File: src/rtl/game_mixer_pkg.sv
// game_mixer_pkg
// Shared types and constants for the game layer mixer.
//   prio_table_t  : slot -> layer map, sized for the largest supported layer
//                   count (16); slots/layers beyond N_LAYERS are inert.
//   mixer_state_e : end-of-game sequencer state (PLAY, END).
//   OVL_*_BIT     : overlay colour bit positions (the MSB is always RGB_W-1).
package game_mixer_pkg;

  localparam int MAX_LAYERS = 16;
  localparam int IDX_W      = 4;

  typedef logic [IDX_W-1:0] layer_idx_t;
  typedef layer_idx_t [MAX_LAYERS-1:0] prio_table_t;

  typedef enum logic {
    PLAY = 1'b0,
    END  = 1'b1
  } mixer_state_e;

  localparam int OVL_WON_BIT = 1;  // carries ~won
  localparam int OVL_RND_BIT = 0;  // carries the aligned noise bit

  // Slot i -> layer i: reproduces plain index priority.
  function automatic prio_table_t identity_table();
    prio_table_t t;
    for (int i = 0; i < MAX_LAYERS; i++) t[i] = layer_idx_t'(i);
    return t;
  endfunction

endpackage

File: src/rtl/game_layer_mixer_if.sv
// game_layer_mixer_if
// Pixel/control bundle between the sprite engines, the game FSM and the mixer.
//   master : drives frame_start, pixel_valid, layer_en, layer_rgb, bg_rgb,
//            prio_wr/prio_slot/prio_layer, game_over, game_won, random.
//   slave  : the mixer; drives rgb, rgb_valid, end_active, end_done and the
//            debug copy of its sequencer state.
// Handshake: no backpressure. pixel_valid qualifies the pixel of the current
// cycle; rgb_valid qualifies rgb, which trails its inputs by exactly 2 cycles.
interface game_layer_mixer_if #(
  parameter int N_LAYERS = 8,
  parameter int RGB_W    = 3
);
  import game_mixer_pkg::*;

  localparam int SLOT_W = $clog2(N_LAYERS);

  logic                      frame_start;
  logic                      pixel_valid;
  logic [N_LAYERS-1:0]       layer_en;
  logic [N_LAYERS*RGB_W-1:0] layer_rgb;
  logic [RGB_W-1:0]          bg_rgb;
  logic                      prio_wr;
  logic [SLOT_W-1:0]         prio_slot;
  logic [SLOT_W-1:0]         prio_layer;
  logic                      game_over;
  logic                      game_won;
  logic                      random;
  logic [RGB_W-1:0]          rgb;
  logic                      rgb_valid;
  logic                      end_active;
  logic                      end_done;
  mixer_state_e              state;

  modport master (
    output frame_start, pixel_valid, layer_en, layer_rgb, bg_rgb,
           prio_wr, prio_slot, prio_layer, game_over, game_won, random,
    input  rgb, rgb_valid, end_active, end_done, state
  );

  modport slave (
    input  frame_start, pixel_valid, layer_en, layer_rgb, bg_rgb,
           prio_wr, prio_slot, prio_layer, game_over, game_won, random,
    output rgb, rgb_valid, end_active, end_done, state
  );

endinterface

File: src/rtl/game_prio_select.sv
// game_prio_select
// Combinational priority encoder over table slots.
//   hit_vec    : per-slot hit flags (slot 0 = highest priority)
//   prio_table : slot -> layer map the hits were computed against
//   found      : some slot hit
//   layer      : layer index held by the lowest hitting slot (0 if none)
module game_prio_select
  import game_mixer_pkg::*;
(
  input  logic [MAX_LAYERS-1:0] hit_vec,
  input  prio_table_t           prio_table,
  output logic                  found,
  output layer_idx_t            layer
);

  // Scan from the lowest priority upward so the lowest slot wins.
  always_comb begin
    found = 1'b0;
    layer = '0;
    for (int s = MAX_LAYERS - 1; s >= 0; s--) begin
      if (hit_vec[s]) begin
        found = 1'b1;
        layer = prio_table[s];
      end
    end
  end

endmodule

File: src/rtl/game_layer_mixer.sv
// game_layer_mixer
// Per-pixel compositor: N sprite layers + background under a double-buffered
// priority table, plus the end-of-game overlay sequencer.
//   clk, rst : pixel clock, asynchronous active-high reset
//   bus      : game_layer_mixer_if.slave (pixel inputs, table writes,
//              game_over/game_won/random in; rgb, rgb_valid, end_active,
//              end_done, state out)
// Optional feature: define GAME_MIXER_BLINK_EN to blink the overlay with a
// half-period of BLINK_FRAMES frames; otherwise it is solid for all of END.
// Pipeline: stage 1 registers inputs + per-slot hits, stage 2 registers the
// encoded pixel; 2 cycles latency, 1 pixel/clk.
module game_layer_mixer
  import game_mixer_pkg::*;
#(
  parameter int N_LAYERS     = 8,
  parameter int RGB_W        = 3,
  parameter int END_FRAMES   = 60,
  parameter int BLINK_FRAMES = 8
) (
  input logic               clk,
  input logic               rst,
  game_layer_mixer_if.slave bus
);

  localparam int CNT_W = (END_FRAMES > 1) ? $clog2(END_FRAMES) : 1;

  // ---------------- priority table (shadow + active) ----------------
  prio_table_t shadow_q, shadow_d, active_q;

  always_comb begin
    shadow_d = shadow_q;
    if (bus.prio_wr) shadow_d[layer_idx_t'(bus.prio_slot)] = layer_idx_t'(bus.prio_layer);
  end

  // Commit uses shadow_d so a write in the frame_start cycle is included.
  always_ff @(posedge clk or posedge rst) begin
    if (rst) begin
      shadow_q <= identity_table();
      active_q <= identity_table();
    end else begin
      shadow_q <= shadow_d;
      if (bus.frame_start) active_q <= shadow_d;
    end
  end

  // ---------------- end-of-game sequencer ----------------
  mixer_state_e     state_q, state_d;
  logic [CNT_W-1:0] cnt_q, cnt_d;
  logic             won_q, won_d;
  logic             end_done;
  logic             show;

  always_ff @(posedge clk or posedge rst) begin
    if (rst) begin
      state_q <= PLAY;
      cnt_q   <= '0;
      won_q   <= 1'b0;
    end else begin
      state_q <= state_d;
      cnt_q   <= cnt_d;
      won_q   <= won_d;
    end
  end

  // end_done fires in the frame_start cycle that completes the count.
  always_comb begin
    state_d  = state_q;
    cnt_d    = cnt_q;
    won_d    = won_q;
    end_done = 1'b0;
    case (state_q)
      PLAY: begin
        if (bus.game_over) begin
          won_d   = bus.game_won;
          cnt_d   = '0;
          state_d = END;
        end
      end
      END: begin
        if (bus.frame_start) begin
          if (cnt_q == CNT_W'(END_FRAMES - 1)) begin
            end_done = 1'b1;
            cnt_d    = '0;
            state_d  = PLAY;
          end else begin
            cnt_d = cnt_q + CNT_W'(1);
          end
        end
      end
      default: state_d = PLAY;
    endcase
  end

`ifdef GAME_MIXER_BLINK_EN
  localparam int BLINK_W = (BLINK_FRAMES > 1) ? $clog2(BLINK_FRAMES) : 1;
  logic [BLINK_W-1:0] blink_cnt_q;
  logic               phase_q;

  // Held at "shown" outside END so every sequence starts with the overlay.
  always_ff @(posedge clk or posedge rst) begin
    if (rst) begin
      blink_cnt_q <= '0;
      phase_q     <= 1'b1;
    end else if (state_q != END) begin
      blink_cnt_q <= '0;
      phase_q     <= 1'b1;
    end else if (bus.frame_start) begin
      if (blink_cnt_q == BLINK_W'(BLINK_FRAMES - 1)) begin
        blink_cnt_q <= '0;
        phase_q     <= ~phase_q;
      end else begin
        blink_cnt_q <= blink_cnt_q + BLINK_W'(1);
      end
    end
  end

  assign show = phase_q;
`else
  assign show = 1'b1;
`endif

  // ---------------- stage 1 ----------------
  logic [MAX_LAYERS-1:0] en_pad, hit_d;

  // Padding layer_en with zeros makes table entries >= N_LAYERS never hit.
  always_comb begin
    en_pad               = '0;
    en_pad[N_LAYERS-1:0] = bus.layer_en;
    hit_d                = '0;
    for (int s = 0; s < MAX_LAYERS; s++) hit_d[s] = en_pad[active_q[s]];
  end

  logic                      s1_valid, s1_rnd, s1_ovl;
  logic [MAX_LAYERS-1:0]     s1_hit;
  prio_table_t               s1_table;
  logic [N_LAYERS*RGB_W-1:0] s1_rgb;
  logic [RGB_W-1:0]          s1_bg;

  always_ff @(posedge clk or posedge rst) begin
    if (rst) begin
      s1_valid <= 1'b0;
      s1_hit   <= '0;
      s1_table <= '0;
      s1_rgb   <= '0;
      s1_bg    <= '0;
      s1_rnd   <= 1'b0;
      s1_ovl   <= 1'b0;
    end else begin
      s1_valid <= bus.pixel_valid;
      s1_hit   <= hit_d;
      s1_table <= active_q;
      s1_rgb   <= bus.layer_rgb;
      s1_bg    <= bus.bg_rgb;
      s1_rnd   <= bus.random;
      s1_ovl   <= (state_q == END) && show;
    end
  end

  // ---------------- stage 2 ----------------
  logic             sel_found;
  layer_idx_t       sel_layer;
  logic [RGB_W-1:0] rgb_pad [MAX_LAYERS];
  logic [RGB_W-1:0] ovl, px_d, rgb_q;
  logic             rgb_valid_q;

  game_prio_select u_sel (
    .hit_vec    (s1_hit),
    .prio_table (s1_table),
    .found      (sel_found),
    .layer      (sel_layer)
  );

  for (genvar i = 0; i < MAX_LAYERS; i++) begin : g_pad
    if (i < N_LAYERS) begin : g_real
      assign rgb_pad[i] = s1_rgb[i*RGB_W +: RGB_W];
    end else begin : g_zero
      assign rgb_pad[i] = '0;
    end
  end

  // won_q only changes on entry to END, so it is stable for every pixel
  // that carries s1_ovl.
  always_comb begin
    ovl              = '0;
    ovl[RGB_W-1]     = 1'b1;
    ovl[OVL_WON_BIT] = ~won_q;
    ovl[OVL_RND_BIT] = s1_rnd;
    if (!s1_valid)      px_d = '0;
    else if (s1_ovl)    px_d = ovl;
    else if (sel_found) px_d = rgb_pad[sel_layer];
    else                px_d = s1_bg;
  end

  always_ff @(posedge clk or posedge rst) begin
    if (rst) begin
      rgb_q       <= '0;
      rgb_valid_q <= 1'b0;
    end else begin
      rgb_q       <= px_d;
      rgb_valid_q <= s1_valid;
    end
  end

  assign bus.rgb        = rgb_q;
  assign bus.rgb_valid  = rgb_valid_q;
  assign bus.end_active = (state_q == END);
  assign bus.end_done   = end_done;
  assign bus.state      = state_q;

endmodule

File: src/flat_wrapper.sv
// flat-port wrapper written by rule: the top's interface ports become plain ports
module game_layer_mixer_flat import game_mixer_pkg::*;
#(
  parameter int N_LAYERS     = 8,
  parameter int RGB_W        = 3,
  parameter int END_FRAMES   = 60,
  parameter int BLINK_FRAMES = 8
)
  (clk, rst, bus_frame_start, bus_pixel_valid, bus_layer_en, bus_layer_rgb, bus_bg_rgb, bus_prio_wr, bus_prio_slot, bus_prio_layer, bus_game_over, bus_game_won, bus_random, bus_rgb, bus_rgb_valid, bus_end_active, bus_end_done, bus_state);
  game_layer_mixer_if #(.N_LAYERS(N_LAYERS), .RGB_W(RGB_W)) bus_i ();
  input logic clk;
  input logic rst;
  input wire logic [$bits(bus_i.frame_start)-1:0] bus_frame_start;
  input wire logic [$bits(bus_i.pixel_valid)-1:0] bus_pixel_valid;
  input wire logic [$bits(bus_i.layer_en)-1:0] bus_layer_en;
  input wire logic [$bits(bus_i.layer_rgb)-1:0] bus_layer_rgb;
  input wire logic [$bits(bus_i.bg_rgb)-1:0] bus_bg_rgb;
  input wire logic [$bits(bus_i.prio_wr)-1:0] bus_prio_wr;
  input wire logic [$bits(bus_i.prio_slot)-1:0] bus_prio_slot;
  input wire logic [$bits(bus_i.prio_layer)-1:0] bus_prio_layer;
  input wire logic [$bits(bus_i.game_over)-1:0] bus_game_over;
  input wire logic [$bits(bus_i.game_won)-1:0] bus_game_won;
  input wire logic [$bits(bus_i.random)-1:0] bus_random;
  output wire logic [$bits(bus_i.rgb)-1:0] bus_rgb;
  output wire logic [$bits(bus_i.rgb_valid)-1:0] bus_rgb_valid;
  output wire logic [$bits(bus_i.end_active)-1:0] bus_end_active;
  output wire logic [$bits(bus_i.end_done)-1:0] bus_end_done;
  output wire logic [$bits(bus_i.state)-1:0] bus_state;
  assign bus_i.frame_start = bus_frame_start;
  assign bus_i.pixel_valid = bus_pixel_valid;
  assign bus_i.layer_en = bus_layer_en;
  assign bus_i.layer_rgb = bus_layer_rgb;
  assign bus_i.bg_rgb = bus_bg_rgb;
  assign bus_i.prio_wr = bus_prio_wr;
  assign bus_i.prio_slot = bus_prio_slot;
  assign bus_i.prio_layer = bus_prio_layer;
  assign bus_i.game_over = bus_game_over;
  assign bus_i.game_won = bus_game_won;
  assign bus_i.random = bus_random;
  assign bus_rgb = bus_i.rgb;
  assign bus_rgb_valid = bus_i.rgb_valid;
  assign bus_end_active = bus_i.end_active;
  assign bus_end_done = bus_i.end_done;
  assign bus_state = bus_i.state;
  game_layer_mixer #(.N_LAYERS(N_LAYERS), .RGB_W(RGB_W), .END_FRAMES(END_FRAMES), .BLINK_FRAMES(BLINK_FRAMES)) u_core (.clk(clk), .rst(rst), .bus(bus_i));
endmodule
File: config.mk
export PLATFORM = sky130hd
export DESIGN_NAME = game_layer_mixer_flat
export DESIGN_NICKNAME = d
export VERILOG_FILES = /design/src/rtl/game_mixer_pkg.sv /design/src/rtl/game_layer_mixer_if.sv /design/src/rtl/game_prio_select.sv /design/src/rtl/game_layer_mixer.sv /design/src/flat_wrapper.sv
export SDC_FILE = /design/constraint.sdc
export NUM_CORES = 1
export LEC_CHECK = 0
export CAP_MARGIN = 20
export CORE_ASPECT_RATIO = 0.9
export CORE_MARGIN = 1.5
export CORE_UTILIZATION = 50
export CTS_CLUSTER_SIZE = 28
export DETAILED_ROUTE_END_ITERATION = 10
export PLACE_DENSITY = 0.71
export SLEW_MARGIN = 20
export SYNTH_ARGS = -nofsm -noshare
export SYNTH_HDL_FRONTEND = slang
export SYNTH_HIERARCHICAL = 1
export SYNTH_SLANG_ARGS = --single-unit
File: constraint.sdc
create_clock -name clk -period 14.7 [get_ports clk]
set_input_delay 2.94 -clock clk [delete_from_list [all_inputs] [get_ports clk]]
set_output_delay 2.94 -clock clk [all_outputs]
set_load 0.005 [all_outputs]
# Word level (Yosys, flattened, before mapping)
# Cells that the tools add are included.
# classes
n_addsub	1
magnitude_cmp	19
muxes	85
n_bitwise	3
eq_ne	3
reduce_logical	3
# ops
cell	count
< comparator 4 x 5 -> 1 bit (second input constant)	16
two-way mux 4 bit	17
binary-select mux 1 bit (select 4 bit)	16
bitwise mux 64 bit	1
two-way mux 64 bit	1
two-way mux 1 bit	38
two-way mux 6 bit	3
two-way mux 3 bit	5
binary-select mux 3 bit (select 4 bit)	1
demux 4 bit (select 3 bit)	1
case mux 6 bit (2 select lines)	1
adder 6 x 1 -> 6 bit (second input constant)	1
== test 6 bit (second input constant)	1
greater-or-equal comparator 5 bit (second input constant)	1
< comparator 3 x 5 -> 1 bit (second input constant)	1
inverter 4 -> 5 bit	1
!= test 2 bit (second input constant)	2
AND reduction 2 bit	2
greater-or-equal comparator 3 x 1 -> 1 bit (second input constant)	1
inverter 1 bit	2
case mux 1 bit (2 select lines)	1
logical AND 1 bit	1
# totals
register_bits	250
wordCells	173
out_inout_bits	7
inputBits	49

# Logic depth before layout (Yosys ltp)
# Gate-level depths: netlist (run 1).
# logic_depth
word_depth	23
ltp_mapped	11

# Hierarchy
# The synthesis (run 1) kept the hierarchy.
# modules_own_cells
module	instances	area_each_um2	cells_per_inst	seq_area_each_um2
game_layer_mixer	1	5714.2	349	3908.7
game_prio_select	1	630.6	102	0.0

# Least setup slack after synthesis (run 1)
# Ideal clock, no wire load.
# synth_path
path_type	input to output
start	input port bus_frame_start
end	output port bus_end_done
slack_ns	8.259
path_buffers	2
required_ns	11.760
path_stages	3
t_arrival_ns	3.501
path_cell_list	clkbuf_1 -> buf_2 -> and3_1
# synth_between
elab_chain_len	2
# synth_rtl
element	line	source
start, declared	flat_wrapper.sv:13	input wire logic [$bits(bus_i.frame_start)-1:0] bus_frame_start;
two-way mux 1 bit	game_layer_mixer.sv:80	if (bus.frame_start) begin
two-way mux 1 bit	game_layer_mixer.sv:71	case (state_q)
end, declared	flat_wrapper.sv:27	output wire logic [$bits(bus_i.end_done)-1:0] bus_end_done;
# Every way passes these cells.

# Final worst setup path (run 1)
# Ends and elaborated chain as after synthesis.

==> results.ini, run 1 <==
[status]
outcome = finished, final reports clean

[pwr]
pwr-share-clk_pct = 32.5
swShare_pct = 29.2
combPwrFrac_pct = 20.1
power_leakage_nw = 3.31
power.internal_w = 0.000870
power_frac_seq_pct = 47.4
power.density_mw_per_mm2 = 159
power.switching_w = 0.000359
ir_worst_vdd_v = 0.0000826

[placement]
finalWeightedCongestion = 0.841
port_buffers = 55
postPlaceCellArea_mm2 = 0.00714
hpwl_mm = 8.55

[worst_setup_path]
start_kind = input port
rrSetupSlack_ns = 11.98
critPathCaptureType = output port
setup.worst_path.class = in2out
arrival_ns = 4.60
worst-path-max-fanout = 42
critPathRequiredTime_ns = 11.76

[sta]
finalCritPeriodShare_pct = 51.3
fmax_mhz = 133
skew_ns = 0.0121
maxSlewHeadroom_pct = 59.2
worst_pin_slew_ns = 0.612
hold-worst-slack_ns = 0.413
rsz0062_at_grt = false
finalSetupTns_ns = 0
slew_viol_final = 0
finalCriticalPeriod_ns = 7.54
finalHoldViolCount = 0
finalSetupViolCount = 0

[yosys]
avgSynthCellArea_um2 = 14.1
ys_seq_area_share_pct = 61.6
synth_ff_type = dfrtp_1
synth_edf_count = 0
yosysWarnings = 6
ys_types = 52
postSynth.asyncResetShare_pct = 100
netlist_area_mm2 = 0.00634
syn_inst = 451
ys_seq_elements = 155

[floorplanning]
die_h_um = 110
core_mm2 = 0.0122
dieArea_mm2 = 0.0134
rows = 38
io_pins = 56
initial_utilization_pct = 51.9
die_w_um = 122

[cts]
cts_sinks = 155
cts_tree = done
numCtsBuffers = 17
worstSkewPairLatency_ns = 0.41
path_clk_slew_ns = 0.06
postCtsSetupBuffers = 0
cts_root_buffer = clkbuf_16
cts_resized = 0
clockBufferDepth = 2
ctsHoldBuffers = 0
htree_num_levels = 4

[route]
drt_wl_total_mm = 12.6
drc_errors = 0
drt_iter0_drc = 318
dr.pass1.iters = 5
wl_per_cell_um = 17.7
antenna_left = 0
viasPerCell = 5.51
dr_total_vias = 3904

[min_path]
holdCritPathClass = reg2reg

[grt]
gr-usage-all-layers_pct = 20.5
grt_pass1_wl_mm = 20.7
grt_pass1_vias = 4069
grt_remaining_overflow = 0
grt_antenna_before_repair = 0
grt_max_degree = 85

[cells_and_area]
final_area_mm2 = 0.00772
area_growth_pct = 21.7
drive_gt1_share_pct = 26.2
fin_nets = 586
num_antenna_cells = 0
fillers = 897

[run]
maxCapViolations = 0

layout make-up:
cell class	instances	area [µm²]	share of cell area (%)
Multi-Input combinational cell	295	2420	31.4
Sequential cell	155	3910	50.6
Timing Repair Buffer	60	608	7.87
Inverter	7	31.3	0.405
Clock buffer	18	439	5.69
Clock inverter	14	111	1.44
Tap cell	160	200	2.59
placed cells by master, fill, tap and decap left out, types with 4 or more instances in the layout:
cell	netlist	layout
nand3b_1	9	9
nand2b_1	5	5
o21ai_0	20	20
o22ai_1	4	4
clkdlybuf4s50_1	0	55
mux2_2	57	57
and3_1	4	4
inv_1	7	6
a31oi_1	4	4
a22o_1	6	6
a22oi_1	4	4
nand2_1	27	27
nor3_1	4	4
a211oi_1	4	4
nor2_1	18	18
mux2i_1	16	16
dfstp_2	24	24
conb_1	2	21
a211o_1	4	4
buf_4	1	4
inv_6	0	4
clkbuf_16	0	17
mux4_2	18	18
a21oi_1	7	7
nor2b_1	12	12
and2_1	5	5
nand3_1	8	8
dfrtp_1	131	131
layer usage:
metal	share of wire, %	global-route usage [%]
met1	48	28.2
met2	49	31.9
met3	3.5	5.19
met4	0.33	7.06
met5	0	0
worst max-delay path, stage by stage:
cell,delay (ns)
clkdlybuf4s50_1,0.45
buf_4,0.43
and3_1,0.27
clkdlybuf4s50_1,0.50
power groups by stage:
stage	Sequential (W)	Clock, W	Combinational [W]
after global placement	0.000584	0	0.000238
after global routing	0.000595	0.000428	0.000272
after CTS	0.000583	0.000409	0.000248
after floorplan	0.000562	0	0.000188
final	0.000583	0.000400	0.000247
after detailed placement	0.000590	0	0.000245
through the flow:
step / worst slack, ns / total power (W) / cells / util (%)
6_report: 7.16 / 0.00123 / 709 / 63.2
3_5_place_dp: 7.13 / 0.000835 / 676 / 58.5
3_3_place_gp: 7.16 / 0.000822 / 676 / 58.5
5_1_grt: 7.07 / 0.00129 / 709 / 63.2
2_1_floorplan: 7.62 / 0.000750 / 470 / -
4_1_cts: 7.14 / 0.00124 / 708 / 63.0
synthesized netlist by cell type (3+ instances only):
master | number | area share, %
and2_1 | 5 | 0.49
nor2b_1 | 12 | 1.2
o2111ai_1 | 3 | 0.41
inv_1 | 7 | 0.41
nand3b_1 | 9 | 1.1
nor2_1 | 18 | 1.1
buf_2 | 3 | 0.24
a31oi_1 | 4 | 0.39
nand4b_1 | 3 | 0.41
o221ai_1 | 3 | 0.41
mux4_2 | 18 | 6.4
dfstp_2 | 24 | 9.9
mux2_2 | 57 | 10
o41ai_1 | 3 | 0.41
a211o_1 | 4 | 0.55
nand2b_1 | 5 | 0.49
mux2i_1 | 16 | 2.5
nand2_1 | 27 | 1.6
a211oi_1 | 4 | 0.47
dfrtp_1 | 131 | 52
o21ai_0 | 20 | 1.6
nor3_1 | 4 | 0.32
nand4_1 | 3 | 0.30
a22oi_1 | 4 | 0.47
nand3_1 | 8 | 0.63
o22ai_1 | 4 | 0.39
and3_1 | 4 | 0.39
a22o_1 | 6 | 0.83
a21oi_1 | 7 | 0.55
clkbuf_1 | 5 | 0.30
kinds of logic (layout without fill, tap and decap cells):
group	count (synthesis)	after routing	synth area share, %
AOI/OAI and AO/OA	73	73	8.12
and+or+nand+nor	109	109	9.49
adders and majority gates	1	1	0.197
DFF	155	155	61.6
buffers and inverters	20	99	1.44
other	2	21	0.118
muxes	91	91	19.0
registers in the layout (all words and copies together), names as in the netlist:
signal                 cells
u_core/s1_valid            1
u_core/active_q           32
u_core/bus.end_active      1
u_core/s1_rnd              1
u_core/cnt_q               6
u_core/shadow_q           32
u_core/bus.rgb             3
u_core/s1_bg               3
u_core/s1_rgb             24
u_core/won_q               1
u_core/s1_table           33
u_core/s1_ovl              1
u_core/bus.rgb_valid       1
u_core/s1_hit             16
path summary, 6_finish.rpt:
check                                    start                  end  cells after the start
setup / recovery               bus_frame_start         bus_end_done                      4
hold / removal             u_core/active_q[27]  u_core/s1_table[27]                      0
setup reg to reg           u_core/s1_table[61]    u_core/bus.rgb[0]                      8
hold reg to reg            u_core/active_q[27]  u_core/s1_table[27]                      0
max in group asynchronous                  rst  u_core/s1_table[15]                      4
min in group asynchronous                  rst      u_core/cnt_q[3]                      2
(Power assumes the default switching activity.)
==> run 2, diff against run 1 <==
clock period = 7.35 ns   (was 14.7 ns; I/O delays follow)
==> run 2 against run 1 <==
Against the previous run:
- first-iteration DRC count fell by 13%
- count of clock-buffer cells in the layout fell by 1
- clock skew fell by 0.0058 ns
- via count rose by 0.18%
- total power rose by 100%
- setup slack got worse by 4.4 ns
==> results.ini, run 2 (same netlist as run 1, synthesis figures left out) <==
[status]
outcome = finished, final reports clean  ; unchanged

[cts]
worstSkewPairLatency_ns = 0.42  ; was 0.41 ns
htree_num_levels = 4  ; unchanged
cts_sinks = 155  ; unchanged
clockBufferDepth = 2  ; unchanged
postCtsSetupBuffers = 0  ; unchanged
cts_root_buffer = clkbuf_16  ; unchanged
path_clk_slew_ns = 0.06  ; about the same
cts_tree = done  ; unchanged
numCtsBuffers = 17  ; unchanged
cts_resized = 0  ; unchanged
ctsHoldBuffers = 0  ; unchanged

[worst_setup_path]
rr_worst_depth = 8  ; unchanged
arrival_ns = 3.11  ; was 4.60 ns
critPathRequiredTime_ns = 5.88  ; was 11.76 ns
cp_common_cell = clkdlybuf4s50_1  ; unchanged
setup.worst_path.class = in2out  ; unchanged
critPathCaptureType = output port  ; unchanged
crit_chain = clkdlybuf4s50_1 -> buf_4 -> and3_1 -> clkdlybuf4s50_1  ; unchanged
start_kind = input port  ; unchanged
critPathSlowestCell = clkdlybuf4s50_1  ; unchanged
slowest_delay_ns = 0.50  ; about the same
worst-path-max-fanout = 42  ; unchanged

[route]
met2_wirelength_mm = 5.92  ; was 6.10 mm
met3_length_um = 620  ; was 443 µm
drc_errors = 0  ; unchanged
wl_met1_mm = 5.76  ; was 5.97 mm
drt_iter0_drc = 278  ; was 318
dr.pass1.iters = 4  ; was 5
dr_total_vias = 3911  ; was 3904
antenna_left = 0  ; unchanged
wl_per_cell_um = 17.5  ; was 17.7 µm
drt_wl_total_mm = 12.4  ; was 12.6 mm
routed.top_layer = met4  ; unchanged
viasPerCell = 5.52  ; was 5.51

[sta]
finalCriticalPeriod_ns = 4.58
setup_slack_ns = 2.77  ; was 7.16 ns
finalHoldViolCount = 0  ; unchanged
slew_viol_final = 0  ; unchanged
fmax_mhz = 218
finalCritPeriodShare_pct = 62.3
worst_pin_slew_ns = 0.852  ; was 0.612 ns
finalSetupViolCount = 0  ; unchanged
rsz0062_at_grt = false  ; unchanged
maxSlewHeadroom_pct = 43.2  ; was 59.2%
finalSetupTns_ns = 0  ; unchanged
skew_ns = 0.00630  ; was 0.0121 ns
hold-worst-slack_ns = 0.410  ; was 0.413 ns

[cells_and_area]
mostFrequentLayoutCell = dfrtp_1  ; unchanged
largest_reg_flops = 33  ; unchanged
largestRegisters = u_core/s1_table x33, u_core/active_q x32, u_core/shadow_q x32  ; unchanged
fillers = 913  ; was 897
layout_common_cells = dfrtp_1, mux2_2, clkdlybuf4s50_1  ; unchanged
num_antenna_cells = 0  ; unchanged
area_growth_pct = 21.9  ; was 21.7%
top_register = u_core/s1_table  ; unchanged
drive_gt1_share_pct = 26.3  ; was 26.2%
fin_nets = 585  ; was 586

[floorplanning]
initial_utilization_pct = 51.9  ; unchanged
rows = 38  ; unchanged
dieArea_mm2 = 0.0134  ; unchanged
core_mm2 = 0.0122  ; unchanged
die_h_um = 110  ; unchanged
io_pins = 56  ; unchanged
die_w_um = 122  ; unchanged

[placement]
dp_slack_ns = 2.75  ; was 7.13 ns
finalWeightedCongestion = 0.799  ; was 0.841
hpwl_mm = 8.52  ; was 8.55 mm
port_buffers = 55  ; unchanged

[min_path]
holdCritPathClass = reg2reg  ; unchanged
min_path_cells = 0  ; unchanged

[pwr]
power.density_mw_per_mm2 = 325  ; was 159 mW/mm²
total_power_w = 0.00251  ; was 0.00123 W
power_leakage_nw = 3.32  ; was 3.31 nW
ir_worst_vdd_v = 0.000184  ; was 0.0000826 V

[grt]
grt_pass1_wl_mm = 20.3  ; was 20.7 mm
gr-usage-all-layers_pct = 20.3  ; was 20.5%
grt_antenna_before_repair = 0  ; unchanged
grt_pass1_vias = 3896  ; was 4069
grt_remaining_overflow = 0  ; unchanged
grt_max_degree = 86  ; was 85

[run]
maxCapViolations = 0  ; unchanged

[run 2: worst max-delay path, delay by kind of cell]
family | cells | cell delay, ns
simple gates | 1 | 0.25
buf+inv | 3 | 1.38
[run 2: metal layers]
metal / vias to the layer above / global-route usage (%)
met5: - / 0
met4: 0 / 8.15
met3: 9 / 4.56
met2: 82 / 31.0
met1: 1993 / 28.3
li1: 1827 / -
[run 2: stage by stage]
stage	cells	utilization [%]	cell area [µm²]
after floorplan	470	-	6420
after global placement	676	58.5	7140
after detailed placement	676	58.5	7140
after CTS	708	63.3	7740
after global routing	708	63.3	7740
final	708	63.3	7740
[run 2: power by group]
group / internal (W) / switching (W) / leakage [nW]
Combinational: 0.000268 / 0.000220 / 1.18
Clock: 0.000506 / 0.000353 / 0.287
Sequential: 0.00102 / 0.000142 / 1.85
Total: 0.00180 / 0.000715 / 3.32
[run 2: cell type report]
type	instances	area, µm²	area share, %
Clock inverter	15	166	2.15
Clock buffer	17	425	5.50
Multi-Input combinational cell	295	2420	31.3
Tap cell	160	200	2.59
Inverter	7	31.3	0.404
Timing Repair Buffer	59	581	7.50
Sequential cell	155	3910	50.5
[run 2: path summary, 6_finish.rpt]
kind                                          start                  end  slack, ns
worst max register to register  u_core/s1_table[61]    u_core/bus.rgb[1]       4.65
worst min-delay path             u_core/active_q[7]   u_core/s1_table[7]       0.41
max in group asynchronous                       rst  u_core/active_q[21]       4.47
worst max-delay path                bus_frame_start         bus_end_done       2.77
worst min register to register   u_core/active_q[7]   u_core/s1_table[7]       0.41
min in group asynchronous                       rst     u_core/s1_rgb[4]       1.55
